[src/rtl/cpu_control_seq.sv]
// cpu_control_seq: fetch/execute T-state sequencer for the 8-bit CPU.
// Decodes the IR opcode into bus source, active-low load selects and PC/ALU controls.
module cpu_control_seq #(
  parameter int DATA_W = 8,
  parameter int OP_W   = 4
) (
  input  logic              clk_i,
  input  logic              rst_n_i,
  input  logic              step_en_i,
  input  logic [DATA_W-1:0] ir_i,
  output logic [2:0]        bus_sel_o,
  output logic              ld_mar_n_o,
  output logic              ld_ir_n_o,
  output logic              ld_a_n_o,
  output logic              ld_b_n_o,
  output logic              ld_out_n_o,
  output logic              ram_we_n_o,
  output logic              pc_inc_o,
  output logic              pc_load_o,
  output logic              alu_sub_o,
  output logic              halted_o,
  output logic [2:0]        tstep_o,
  output logic              instr_done_o
);
  typedef enum logic [2:0] {T0, T1, T2, T3, T4} t_e;
  localparam logic [OP_W-1:0] OP_NOP = OP_W'(0), OP_LDA = OP_W'(1), OP_ADD = OP_W'(2),
                              OP_SUB = OP_W'(3), OP_STA = OP_W'(4), OP_LDI = OP_W'(5),
                              OP_JMP = OP_W'(6), OP_OUT = OP_W'(7), OP_HLT = OP_W'(15);
  t_e t_q, t_d;
  logic halted_q, halted_d;
  logic [OP_W-1:0] op;
  logic [2:0] bus;
  logic mar, irl, lda, ldb, ldo, we, inc, pcl, sub, done, active, nop, mem, arith;
  logic unused_operand;
  assign op             = ir_i[DATA_W-1 -: OP_W];
  assign unused_operand = ^ir_i[DATA_W-OP_W-1:0];
  assign nop            = op == OP_NOP || (op > OP_OUT && op != OP_HLT);
  assign arith          = op == OP_ADD || op == OP_SUB;
  assign mem            = op == OP_LDA || arith || op == OP_STA;
  assign active         = rst_n_i && step_en_i && !halted_q;
  always_comb begin
    bus = 3'd0; mar = 1'b0; irl = 1'b0; lda = 1'b0; ldb = 1'b0; ldo = 1'b0;
    we = 1'b0; inc = 1'b0; pcl = 1'b0; sub = 1'b0; done = 1'b0;
    case (t_q)
      T0: begin bus = 3'd1; mar = 1'b1; end
      T1: begin bus = 3'd2; irl = 1'b1; inc = 1'b1; done = nop; end
      T2: begin
        bus  = mem || op == OP_LDI || op == OP_JMP ? 3'd3 : op == OP_OUT ? 3'd4 : 3'd0;
        mar  = mem;
        lda  = op == OP_LDI;
        pcl  = op == OP_JMP;
        ldo  = op == OP_OUT;
        done = !mem;
      end
      T3: begin
        bus  = op == OP_STA ? 3'd4 : mem ? 3'd2 : 3'd0;
        lda  = op == OP_LDA;
        ldb  = arith;
        we   = op == OP_STA;
        done = !arith;
      end
      T4: begin bus = 3'd5; lda = 1'b1; sub = op == OP_SUB; done = 1'b1; end
      default: done = 1'b1;
    endcase
  end
  // Bus source keeps showing the decoded state while stalled or halted; only reset blanks it.
  assign bus_sel_o    = rst_n_i ? bus : 3'd0;
  assign ld_mar_n_o   = !(active && mar);
  assign ld_ir_n_o    = !(active && irl);
  assign ld_a_n_o     = !(active && lda);
  assign ld_b_n_o     = !(active && ldb);
  assign ld_out_n_o   = !(active && ldo);
  assign ram_we_n_o   = !(active && we);
  assign pc_inc_o     = active && inc;
  assign pc_load_o    = active && pcl;
  assign alu_sub_o    = active && sub;
  assign instr_done_o = active && done;
  assign halted_o     = halted_q;
  assign tstep_o      = t_q;
  assign t_d      = !rst_n_i ? T0 : !active ? t_q : done ? T0 : t_e'(t_q + 3'd1);
  assign halted_d = rst_n_i && (halted_q || (active && t_q == T2 && op == OP_HLT));
  always_ff @(posedge clk_i) begin
    t_q      <= t_d;
    halted_q <= halted_d;
  end
endmodule

[config.mk]
export PLATFORM = sky130hd
export DESIGN_NAME = cpu_control_seq
export DESIGN_NICKNAME = d
export VERILOG_FILES = /design/src/rtl/cpu_control_seq.sv
export SDC_FILE = /design/constraint.sdc
export NUM_CORES = 1
export LEC_CHECK = 0
export ABC_AREA = 1
export BUFFER_PORTS_ARGS = -buffer_cell sky130_fd_sc_hd__buf_2
export CAP_MARGIN = 20
export CELL_PAD_IN_SITES_DETAIL_PLACEMENT = 1
export CELL_PAD_IN_SITES_GLOBAL_PLACEMENT = 1
export CORE_MARGIN = 2
export CORE_UTILIZATION = 31
export DETAILED_ROUTE_END_ITERATION = 10
export GPL_ROUTABILITY_DRIVEN = 0
export PLACE_DENSITY_LB_ADDON = 0.1
export SYNTH_ARGS = -nofsm -noshare
export SYNTH_HDL_FRONTEND = slang
export SYNTH_SLANG_ARGS = --single-unit
[constraint.sdc]
create_clock -name clk_i -period 3.8 [get_ports clk_i]
set_clock_uncertainty 0.15 [all_clocks]
set_input_delay 0.38 -clock clk_i [delete_from_list [all_inputs] [get_ports clk_i]]
set_output_delay 0.38 -clock clk_i [all_outputs]
set_load 0.05 [all_outputs]
# After elaboration in Yosys (flattened, before gate mapping)
# Cells that the tools add are included.
# classes
addsub	1
mux	16
n_reduce_logical	33
magnitude_cmp	1
eq_ne	13
# op_table
cell	count
$eq A4 B3 Y1 const B	4
$logic_and A1 B1 Y1	15
$mux W3	5
$pmux W3 S5	1
$logic_not A1 Y1	9
$eq A4 B2 Y1 const B	2
$logic_or A1 B1 Y1	7
$eq A3 B2 Y1 const B	2
$mux W1	6
$eq A4 B1 Y1 const B	1
$eq A4 B4 Y1 const B	1
$gt A4 B3 Y1 const B	1
$logic_not A4 Y1	1
$ne A4 B4 Y1 const B	1
$pmux W1 S4	1
$add A3 B1 Y3 const B	1
$eq A3 B1 Y1 const B	1
$eq A3 B3 Y1 const B	1
$logic_not A3 Y1	1
$pmux W1 S3	1
$mux W2	1
$pmux W1 S2	1
# word_totals
input_bits	11
reg_bits	4
output_inout_bits	17

# Longest topological paths before layout
# Gate-level depths: netlist of run 1.
# logic_depth
depth_word	9
depth_mapped	9
ltp_nobuf	9

# Least setup slack after synthesis of run 1
# No wires, ideal clock.
# synth_path
kind	register -> output
startpoint	register t_q[0] (netlist: tstep_o[0])
endpoint	output port alu_sub_o
arrival_ns	2.513
slack_ns	0.757
path_stages_with_launch	5
path_buffers	0
t_required_ns	3.270
cell_sequence	dfxtp_1 > inv_1 > ha_1 > nand2_1 > nor4_1
# synth_between
elab_chain_len	3
# synth_lines
item	line_no	source
start, declared	29	t_e t_q, t_d;
start signal, assigned	83	t_q <= t_d;
$eq A3 B3 Y1	44	case (t_q)
$mux W1	44	
$logic_and A1 B1 Y1	76	assign alu_sub_o = active && sub;
end, declared	20	output logic alu_sub_o,
# Every way passes these cells.

# Worst setup path after layout of run 1
# layout_path
startpoint	register t_q[0] (netlist: tstep_o[0])
endpoint	output port instr_done_o
# layout_between
elab_chain_len	3
# layout_lines
item	line_no	source
$eq A3 B2 Y1, or another cell as far along	44	
$pmux W1 S4 *	44	
$logic_and A1 B1 Y1 *	77	assign instr_done_o = active && done;
end, declared	23	output logic instr_done_o
# Mark *: on every way between the ends. The rest lies on a longest branch, timed or not.

==> impl_summary.log, run 1 <==
INFO  metric cap_viol_max_count = 0
INFO  metric clock_path_buffers = 2
INFO  metric highest_clock_rate = 421.9 MHz
INFO  metric power.density_cell_area = 257.5 nW/um^2
INFO  metric final_layout_size_suffix_gt1_frac = 0.4298
INFO  metric run_status = finished, final reports clean
INFO  metric cp_slowest_stage_delay = 0.41 ns
INFO  metric crit_path_end_kind = output pin
INFO  metric final-instance-count-excl-fill = 139
INFO  metric design.core.area = approximately 1700 um^2
INFO  metric post_cts.repair.setup_buffers = 0
INFO  metric vias = 666
INFO  metric ir_drop_worst_case_vdd = 296.2 uV
INFO  metric critPathSlowestCell = dfxtp_1
INFO  metric grt_antenna_before_repair = 0
INFO  metric grt_first_pass_wirelength = between 2000 and 3000 um
INFO  metric pin_count_of_the_biggest_net_entering_global_routing = 10
INFO  metric cts_num_sinks = 4
INFO  metric die_area = 2209 um^2
INFO  metric number_of_antenna_cells_inserted = 0
INFO  metric rsz0062_at_grt = no
INFO  metric number_of_different_library_cells_in_the_post_synthesis_netlist = 24
INFO  metric setup_tns = 0 ns
INFO  metric holdBufCountCts = 0
INFO  metric placedInstanceArea = 719.4 um^2
INFO  metric chipWidth = approximately 47 um
INFO  metric ios = 28
INFO  metric track_usage = 0.1707
INFO  metric final_net_count = 132
INFO  metric overflow = 0
INFO  metric post_syn_instances = 88
INFO  metric dp.final_hpwl = 1404 um
INFO  metric initialDrtViolationCount = 8
INFO  metric total_leakage_power = between 0.3 and 0.4 nW
INFO  metric setup_slack = around 1.4 ns
INFO  metric final_max_slew_viol_count = 0
INFO  metric cts-htree-levels = 1
INFO  metric holdCritStartpoint = ir_i[6]
INFO  metric synth_area_per_cell = roughly 6.5 um^2
INFO  metric reg2reg_from = tstep_o[0]$_SDFFE_PN0P_
INFO  metric tritoncts = done
INFO  metric timing.slew.headroom = 0.8220
INFO  metric ctsRootBufferMaster = clkbuf_4
INFO  metric worst_ep_arrival_time = 1.84 ns
INFO  metric detail_route.vias_per_cell = approximately 4.8
INFO  metric ys_seq_elements = 4
INFO  metric cp_data_required_time = roughly 3.3 ns
INFO  metric worst-setup-path-type = register to output pin
INFO  metric drt.antenna.violating_nets = 0
INFO  metric hp-class = input pin to register
INFO  metric cts_made_buffers = 3
INFO  metric numPortBuffers = 23
INFO  metric synth.net_count = between 100 and 150
INFO  metric yosysWarnings = 0
INFO  metric routedWlPerCell = 11.84 um
INFO  metric path_clk_slew = 0.03 ns
INFO  metric drt_pre_antenna_iters = 3
INFO  metric worst_skew_pair.late_latency = 0.23 ns
INFO  metric residual_drc = 0
INFO  metric post_cts_resized = 0
INFO  metric critical_path_origin = tstep_o[0]$_SDFFE_PN0P_
INFO  metric worstPathMaxFanout = 6
INFO  metric dp_cells = 136
INFO  metric area_delta_synth_final = 29.48%
INFO  metric die_h = roughly 47 um
INFO  metric drt-total-wl = 1646 um
INFO  metric pre_cts_ws = 1.663 ns
INFO  metric mappedNetlistArea = 573.1 um^2
INFO  metric first_global_vias = 612
INFO  metric cp-start-kind = register
INFO  metric timing_hold_violations_final = 0
INFO  metric floorplan.rows = 15
INFO  metric slew_at_the_pin_closest_to_its_max_slew_limit = 0.2671 ns
INFO  metric ys_seq_area_frac = 0.1397
INFO  metric initial_utilization = 0.3319
INFO  metric final_cycle_share = 0.6237
INFO  metric setup-violations-final = 0
INFO  metric stdcell_area = 742.0 um^2
INFO  metric crit_path_cell_trace = inv_1, ha_1, o21ai_0, nand3_1, nand3_2, nand2_2, nand2_4, buf_2
INFO  metric post-route-min-period = 2.370 ns
-- per-stage QoR --
stage	hold WS (ns)	power [W]	utilization
6_report	0.3414	0.0001911	0.4297
3_3_place_gp	0.3356	0.0001393	0.4167
2_1_floorplan	0.3936	0.0001175	-
5_1_grt	0.3631	0.0002042	0.4297
4_1_cts	0.3475	0.0001925	0.4297
3_5_place_dp	0.3470	0.0001404	0.4167
-- where the power goes --
group	total (W)	switching [W]	leakage (nW)	internal [W]
clock	0.0000515	0.0000163	0.0138	0.0000352
sequential	0.0000481	0.00000332	0.0327	0.0000448
combinational	0.0000914	0.0000664	0.310	0.0000251
-- cell usage after synthesis (all sizes together) --
| cell | instances | area, um^2 |
|---|---|---|
| a22oi | 1 | 7.510 |
| nor2 | 14 | 72.57 |
| a21oi | 6 | 30.03 |
| clkinv | 1 | 5.000 |
| a31oi | 2 | 12.51 |
| nand2 | 21 | 113.9 |
| nor4 | 1 | 6.260 |
| o21ai | 8 | 51.30 |
| ha | 5 | 62.56 |
| inv | 15 | 58.81 |
| nand3 | 6 | 45.04 |
| nor3b | 1 | 7.510 |
| o21a | 1 | 7.510 |
| nand4 | 2 | 12.51 |
| dfxtp | 4 | 80.08 |
-- final cells by class --
| type | instances | area [um^2] |
|---|---|---|
| inverters | 16 | 63.81 |
| clock buffers | 3 | 22.52 |
| well taps | 25 | 31.28 |
| flip-flops and latches | 4 | 80.08 |
| multi-input cells | 68 | 429.2 |
| fillers | 240 | 984.7 |
| repair buffers | 23 | 115.1 |
-- placed cells by master (no fill, tap or decap) --
| master | instances |
|---|---|
| nor2_2 | 5 |
| o21ai_1 | 2 |
| a21oi_1 | 6 |
| nor4_1 | 1 |
| buf_2 | 23 |
| clkinv_2 | 1 |
| inv_4 | 1 |
| inv_2 | 3 |
| clkbuf_4 | 3 |
| nand2_4 | 3 |
| nand4_1 | 2 |
| nand3_1 | 3 |
| inv_1 | 11 |
| ha_1 | 5 |
| a31oi_1 | 2 |
| nor3b_1 | 1 |
| nor2_1 | 8 |
| nand3_2 | 3 |
| dfxtp_1 | 4 |
| nor2_4 | 1 |
| o21ai_0 | 5 |
| nand2_2 | 5 |
| o21ai_4 | 1 |
| a22oi_1 | 1 |
| nand2_1 | 13 |
| o21a_1 | 1 |
-- cells by family after synthesis --
| group | Yosys count | share of synthesized area |
|---|---|---|
| fa+ha+maj | 5 | 0.1092 |
| simple gates | 45 | 0.4498 |
| buf+inv | 16 | 0.1114 |
| flops | 4 | 0.1397 |
| compound gates | 18 | 0.1900 |
-- registers in the layout, summed over array words and instances, names as in the netlist --
signal / flops
halted_o: 1
tstep_o: 3
-- routing by layer --
layer	track usage	vias to the layer above	wire length [um]
met3	0.04615	0	78
met5	0	-	0
met1	0.2489	309	835
met2	0.2685	17	732
li1	-	340	-
met4	0	0	0
-- worst max-delay path: cells and delay by family, from the launching register on --
family / cells / cell delay, ns
AO/OA/AOI/OAI: 1 / 0.23
buffers and inverters: 2 / 0.35
adder cells (fa/ha/maj): 1 / 0.24
flip-flops: 1 / 0.41
AND/OR/NAND/NOR: 4 / 0.37
-- final timing paths --
kind / endpoint / slack, ns / cells past startpoint
hold / removal: halted_o$_DFF_P_ / 0.34 / 3
hold reg to reg: halted_o$_DFF_P_ / 0.35 / 2
setup reg to reg: tstep_o[0]$_SDFFE_PN0P_ / 2.14 / 8
setup / recovery: instr_done_o / 1.43 / 8
No activity file was read; power rests on OpenSTA's default activity.
==> run 2: changes to the inputs <==
Settings changed: CORE_UTILIZATION 31 to 29.
Clock period 3.8 ns to 2.2 ns, I/O delays scaled along.
==> run 2 against run 1 <==
  * First-iteration DRC count is 88% lower
  * Largest power group unchanged
  * Die area up 6.3%
  * Clock-buffer cell count stayed put
  * Global-route usage fell by 0.67 points
  * Cell count is 1.4% higher
  * Critical path type unchanged
  * Cell area up 12%
  * Worst setup slack worse by 1.3 ns
  * Critical endpoint is now ld_mar_n_o
==> impl_summary.log, run 2 (synthesized netlist as in run 1, its figures left out) <==
INFO  metric setup_slack = 0.1253 ns (-1.305 ns)
INFO  metric most_used_cells_in_the_layout_excluding_fill_and_tap_cells = buf_2 (19), nand2_1 (12), inv_1 (11)
INFO  metric gr-usage-met2 = 0.2870 (+0.01854)
INFO  metric drt.antenna.violating_nets = 0 (unchanged)
INFO  metric crit_family = buffers and inverters
INFO  metric overflow = 0 (unchanged)
INFO  metric dp.final_hpwl = 1455 um (+3.6%)
INFO  metric clock_path_buffers = 2 (unchanged)
INFO  metric critical_path_origin = tstep_o[0]$_SDFFE_PN0P_
INFO  metric critPathSlowestCell = dfxtp_2
INFO  metric final_layout_size_suffix_gt1_frac = 0.5439 (+0.1140)
INFO  metric tritoncts = done
INFO  metric cts_made_buffers = 3 (unchanged)
INFO  metric setup_tns = 0 ns (unchanged)
INFO  metric setup-violations-final = 0 (unchanged)
INFO  metric first_global_vias = 657 (+7.4%)
INFO  metric design.core.area = 1902 um^2 (+10%)
INFO  metric chipWidth = 48.45 um (+3.1%)
INFO  metric internal-power = 0.0001935 W (+84%)
INFO  metric final_cycle_share = 0.9430
INFO  metric rsz0062_at_grt = yes
INFO  metric post_cts.repair.setup_buffers = 0 (unchanged)
INFO  metric vias = 654 (-1.8%)
INFO  metric final_net_count = 132 (unchanged)
INFO  metric area_delta_synth_final = 44.98%
INFO  metric grt_util_met3 = 0.02469 (-0.02146)
INFO  metric drt-total-wl = 1745 um (+6.0%)
INFO  metric routedWlPerCell = 12.38 um (+4.5%)
INFO  metric die_area = 2347 um^2 (+6.3%)
INFO  metric path_clk_slew = 0.03 ns (about the same)
INFO  metric largest_register_ffs = 3 (unchanged)
INFO  metric residual_drc = 0 (unchanged)
INFO  metric floorplan.rows = 16 (+1)
INFO  metric number_of_antenna_cells_inserted = 0 (unchanged)
INFO  metric cp_data_required_time = 1.83 ns (-1.44 ns)
INFO  metric ctsRootBufferMaster = clkbuf_4
INFO  metric crit_path_end_kind = output pin
INFO  metric netSwitchingPower = 0.0001616 W (+88%)
INFO  metric run_status = finished, final reports clean
INFO  metric initialDrtViolationCount = 1 (-7)
INFO  metric numPortBuffers = 23 (unchanged)
INFO  metric initial_utilization = 0.3013 (-0.03057)
INFO  metric pre_cts_ws = 0.1787 ns (-1.484 ns)
INFO  metric final.fill_count = 257 (+7.1%)
INFO  metric pwr-share-clk = 0.256 (-0.014)
INFO  metric ios = 28 (unchanged)
INFO  metric timing.slew.headroom = 0.8397 (+0.01776)
INFO  metric stdcell_area = 830.8 um^2 (+12%)
INFO  metric detail_route.vias_per_cell = 4.638 (-3.2%)
INFO  metric cap_viol_max_count = 0 (unchanged)
INFO  metric switching_share = 0.4550 (+0.005098)
INFO  metric placedInstanceArea = 764.5 um^2 (+6.3%)
INFO  metric final_max_slew_viol_count = 0 (unchanged)
INFO  metric holdBufCountCts = 0 (unchanged)
INFO  metric total_leakage_power = 0.3711 nW (+4.0%)
INFO  metric cp-start-kind = register
INFO  metric critical_path.n_buffers_inverters = 3 (+1)
INFO  metric grt_antenna_before_repair = 0 (unchanged)
INFO  metric track_usage = 0.1639 (-0.006749)
INFO  metric grt.busiest_layer = met2
INFO  metric highest_clock_rate = 482.0 MHz
INFO  metric critical-path-top-cell-by-count = inv_1
INFO  metric grt_first_pass_wirelength = 2904 um (+7.1%)
INFO  metric power.combinational.fraction = 0.508 (+0.029)
INFO  metric power.density_cell_area = 427.4 nW/um^2 (+66%)
INFO  metric use_met1 = 0.1874 (-0.06148)
INFO  metric worstPathMaxFanout = 6 (unchanged)
INFO  metric final-instance-count-excl-fill = 141 (+1.4%)
INFO  metric reg2reg_from = tstep_o[1]$_SDFFE_PN0P_
INFO  metric ir_drop_worst_case_vdd = 287.7 uV (-2.9%)
INFO  metric holdCritStartpoint = ir_i[6]
INFO  metric crit_path_cell_trace = inv_1, ha_1, nand2_2, nor2_1, inv_1, a21oi_2, a31oi_2, clkbuf_4
INFO  metric worst-setup-path-type = register to output pin
INFO  metric cts-htree-levels = 1 (unchanged)
INFO  metric pin_count_of_the_biggest_net_entering_global_routing = 10 (unchanged)
INFO  metric power_frac_seq = 0.236 (-0.016)
INFO  metric timing_hold_violations_final = 0 (unchanged)
INFO  metric die_h = 48.45 um (+3.1%)
INFO  metric worst_ep_arrival_time = 1.70 ns (-0.14 ns)
INFO  metric slew_at_the_pin_closest_to_its_max_slew_limit = 0.2401 ns (-0.02691 ns)
INFO  metric cp_slowest_stage_delay = 0.34 ns (-0.07 ns)
INFO  metric cts_num_sinks = 4 (unchanged)
INFO  metric dp_cells = 138 (+1.5%)
INFO  metric hp-class = input pin to register
INFO  metric layout.cells.most_common = buf_2
INFO  metric drt_pre_antenna_iters = 2 (-1)
INFO  metric post-route-min-period = 2.075 ns
INFO  metric worst_skew_pair.late_latency = 0.24 ns (about the same)
run 2: cell count changes in the layout (fill, tap and decap cells not counted), sizes merged:
cell / previous run / this run
buf: 23 / 21
clkbuf: 3 / 5
run 2: per-layer routing:
layer	vias to the layer above	wire [um]
li1	338	-
met3	4	42
met1	301	762
met2	11	899
met4	0	40
met5	-	0
run 2: worst paths after layout:
| path | to | cells after the start | slack, ns |
|---|---|---|---|
| max | ld_mar_n_o | 8 | 0.13 |
| min | halted_o$_DFF_P_ | 3 | 0.18 |
| max reg2reg | tstep_o[0]$_SDFFE_PN0P_ | 8 | 0.67 |
| min reg2reg | halted_o$_DFF_P_ | 2 | 0.34 |
run 2: worst min-delay path: stages:
cell and delay [ns]:
buf_2 0.12, nand4_1 0.10, a21oi_1 0.06
run 2: metrics by stage:
| stage | util | hold WS (ns) | power (W) |
|---|---|---|---|
| 6_report | 0.4368 | 0.1777 | 0.0003551 |
| 5_1_grt | 0.4368 | 0.1882 | 0.0003854 |
| 4_1_cts | 0.4178 | 0.1675 | 0.0003544 |
| 3_5_place_dp | 0.4020 | 0.3405 | 0.0002540 |
| 3_3_place_gp | 0.4020 | 0.3315 | 0.0002518 |
| 2_1_floorplan | - | 0.2336 | 0.0002123 |
run 2: what timing repair did:
item	4_1_cts	5_1_grt
cloned	0	0
endpoints found under the hold margin	0	0
endpoints found under the setup margin	3	4
gates resized for setup	4	9
run 2: layout make-up:
| class | instances | area, um^2 | share of cell area |
|---|---|---|---|
| multi-input combinational | 68 | 500.5 | 0.6024 |
| timing repair buffer | 23 | 128.9 | 0.1551 |
| sequential | 4 | 81.33 | 0.09789 |
| inverter | 16 | 63.81 | 0.07681 |
| tap | 27 | 33.78 | 0.04066 |
| clock buffer | 3 | 22.52 | 0.02711 |
run 2: power by group through the flow:
stage	clock network (W)	registers, W	logic [W]
finish	0.0000908	0.0000838	0.000180
global route	0.000103	0.0000846	0.000198
CTS	0.0000976	0.0000840	0.000173
detailed placement	0	0.0000849	0.000169
global placement	0	0.0000846	0.000167
floorplan	0	0.0000984	0.000114
==> run 3: changes to the inputs <==
Settings changed: MAX_ROUTING_LAYER set to met4.
==> run 3 against run 2 <==
  * Cell count unchanged
  * Cell area unchanged
  * Total power about the same
  * Clock power about the same
  * Wire length increased by 0.52%
  * Via count increased by 0.15%
  * Critical path type unchanged
  * Critical endpoint unchanged
==> impl_summary.log, run 3 (synthesized netlist as in run 1, its figures left out) <==
INFO  metric crit_path_cell_trace = inv_1, ha_1, nand2_2, nor2_1, inv_1, a21oi_2, a31oi_2, clkbuf_4
INFO  metric drt.antenna.violating_nets = 0 (unchanged)
INFO  metric holdBufCountCts = 0 (unchanged)
INFO  metric slew_at_the_pin_closest_to_its_max_slew_limit = 0.2447 ns (+0.004538 ns)
INFO  metric numPortBuffers = 23 (unchanged)
INFO  metric tritoncts = done
INFO  metric reg2reg_from = tstep_o[1]$_SDFFE_PN0P_
INFO  metric hp-class = input pin to register
INFO  metric initial_utilization = 0.3013 (unchanged)
INFO  metric final_cycle_share = 0.9428 (about the same)
INFO  metric initialDrtViolationCount = 1 (unchanged)
INFO  metric placedInstanceArea = 764.5 um^2 (unchanged)
INFO  metric power.density_cell_area = 427.4 nW/um^2 (about the same)
INFO  metric worst_ep_arrival_time = 1.70 ns (about the same)
INFO  metric number_of_antenna_cells_inserted = 0 (unchanged)
INFO  metric total_leakage_power = 0.3711 nW (unchanged)
INFO  metric worstPathMaxFanout = 6 (unchanged)
INFO  metric cp-start-kind = register
INFO  metric crit_path_end_kind = output pin
INFO  metric layout.cells.most_common = buf_2
INFO  metric highest_clock_rate = 482.1 MHz (about the same)
INFO  metric stdcell_area = 830.8 um^2 (unchanged)
INFO  metric holdCritStartpoint = ir_i[6]
INFO  metric crit_family = buffers and inverters
INFO  metric vias = 655 (+0.15%)
INFO  metric floorplan.rows = 16 (unchanged)
INFO  metric dp.final_hpwl = 1455 um (unchanged)
INFO  metric final_net_count = 132 (unchanged)
INFO  metric pwr-share-clk = 0.256 (about the same)
INFO  metric critical-path-top-cell-by-count = inv_1
INFO  metric rsz0062_at_grt = yes
INFO  metric largest_register_ffs = 3 (unchanged)
INFO  metric clock_path_buffers = 2 (unchanged)
INFO  metric first_global_vias = 652 (-0.76%)
INFO  metric timing_hold_violations_final = 0 (unchanged)
INFO  metric chipWidth = 48.45 um (unchanged)
INFO  metric power_frac_seq = 0.236 (about the same)
INFO  metric power.combinational.fraction = 0.508 (about the same)
INFO  metric drt_pre_antenna_iters = 2 (unchanged)
INFO  metric ios = 28 (unchanged)
INFO  metric setup_tns = 0 ns (unchanged)
INFO  metric drt-total-wl = 1754 um (+0.52%)
INFO  metric critPathSlowestCell = dfxtp_2
INFO  metric grt_first_pass_wirelength = 2918 um (+0.48%)
INFO  metric pin_count_of_the_biggest_net_entering_global_routing = 10 (unchanged)
INFO  metric internal-power = 0.0001935 W (about the same)
INFO  metric area_delta_synth_final = 44.98% (unchanged)
INFO  metric critical_path_origin = tstep_o[0]$_SDFFE_PN0P_
INFO  metric overflow = 0 (unchanged)
INFO  metric design.core.area = 1902 um^2 (unchanged)
INFO  metric cp_slowest_stage_delay = 0.34 ns (about the same)
INFO  metric final.fill_count = 257 (unchanged)
INFO  metric switching_share = 0.4550 (about the same)
INFO  metric final_max_slew_viol_count = 0 (unchanged)
INFO  metric timing.slew.headroom = 0.8367 (-0.003029)
INFO  metric ctsRootBufferMaster = clkbuf_4
INFO  metric run_status = finished, final reports clean
INFO  metric cts_num_sinks = 4 (unchanged)
INFO  metric cap_viol_max_count = 0 (unchanged)
INFO  metric ir_drop_worst_case_vdd = 288.0 uV (about the same)
INFO  metric cp_data_required_time = 1.83 ns (about the same)
INFO  metric routedWlPerCell = 12.44 um (+0.52%)
INFO  metric worst-setup-path-type = register to output pin
INFO  metric path_clk_slew = 0.03 ns (about the same)
INFO  metric track_usage = 0.1706 (+0.006639)
INFO  metric cts_made_buffers = 3 (unchanged)
INFO  metric post-route-min-period = 2.074 ns (-0.0005610 ns)
INFO  metric netSwitchingPower = 0.0001615 W (about the same)
INFO  metric cts-htree-levels = 1 (unchanged)
INFO  metric die_area = 2347 um^2 (unchanged)
INFO  metric critical_path.n_buffers_inverters = 3 (unchanged)
INFO  metric detail_route.vias_per_cell = 4.645 (+0.15%)
INFO  metric setup-violations-final = 0 (unchanged)
INFO  metric final_layout_size_suffix_gt1_frac = 0.5439 (unchanged)
INFO  metric grt_antenna_before_repair = 0 (unchanged)
INFO  metric residual_drc = 0 (unchanged)
INFO  metric worst_skew_pair.late_latency = 0.24 ns (about the same)
INFO  metric die_h = 48.45 um (unchanged)
INFO  metric most_used_cells_in_the_layout_excluding_fill_and_tap_cells = buf_2 (19), nand2_1 (12), inv_1 (11)
==> run 3: per-layer routing <==
layer  track usage  vias to the layer above  wire, um
li1              -                      340         -
met1        0.1874                      300       772
met2        0.2870                       11       899
met3       0.03395                        4        42
met4        0.1000                        0        40
met5             -                        -         0
==> run 3: final timing paths <==
path         cells past startpoint                      end  slack, ns
max                              8               ld_mar_n_o       0.13
min                              3         halted_o$_DFF_P_       0.18
max reg2reg                      8  tstep_o[0]$_SDFFE_PN0P_       0.67
min reg2reg                      2         halted_o$_DFF_P_       0.34
==> run 3: stage by stage <==
step                utilization  setup slack, ns  total power, W  instances  hold WS [ns]
CTS                      0.4178         0.002498       0.0003544        141        0.1675
global placement         0.4020           0.2026       0.0002518        138        0.3315
finish                   0.4368           0.1259       0.0003550        141        0.1778
floorplan                     -         -0.02251       0.0002123         88        0.2336
detailed placement       0.4020           0.1787       0.0002540        138        0.3405
global route             0.4368        -0.008064       0.0003878        141        0.1833
==> run 3: repair_timing <==
item,4_1_cts,5_1_grt
cloned,0,0
setup buffers,0,0
endpoints found under the setup margin,3,4
resized for setup,4,9
==> run 3: layout make-up <==
type,instances,area [um^2],share of cell area
Sequential cell,4,81.33,0.09789
Inverter,16,63.81,0.07681
Tap cell,27,33.78,0.04066
Timing Repair Buffer,23,128.9,0.1551
Multi-Input combinational cell,68,500.5,0.6024
Clock buffer,3,22.52,0.02711
==> run 3: worst reg2reg max path, delay by kind of cell, from the launching register on <==
| family | cells | cell delay, ns |
|---|---|---|
| adders and majority gates | 2 | 0.46 |
| DFF | 1 | 0.37 |
| and+or+nand+nor | 5 | 0.39 |
| buffers and inverters | 1 | 0.07 |
==> run 3: power by group through the flow <==
stage	Clock [W]	Sequential, W	Combinational (W)
2_1_floorplan	0	0.0000984	0.000114
3_3_place_gp	0	0.0000846	0.000167
3_5_place_dp	0	0.0000849	0.000169
4_1_cts	0.0000976	0.0000840	0.000173
5_1_grt	0.000105	0.0000846	0.000198
6_report	0.0000908	0.0000838	0.000180
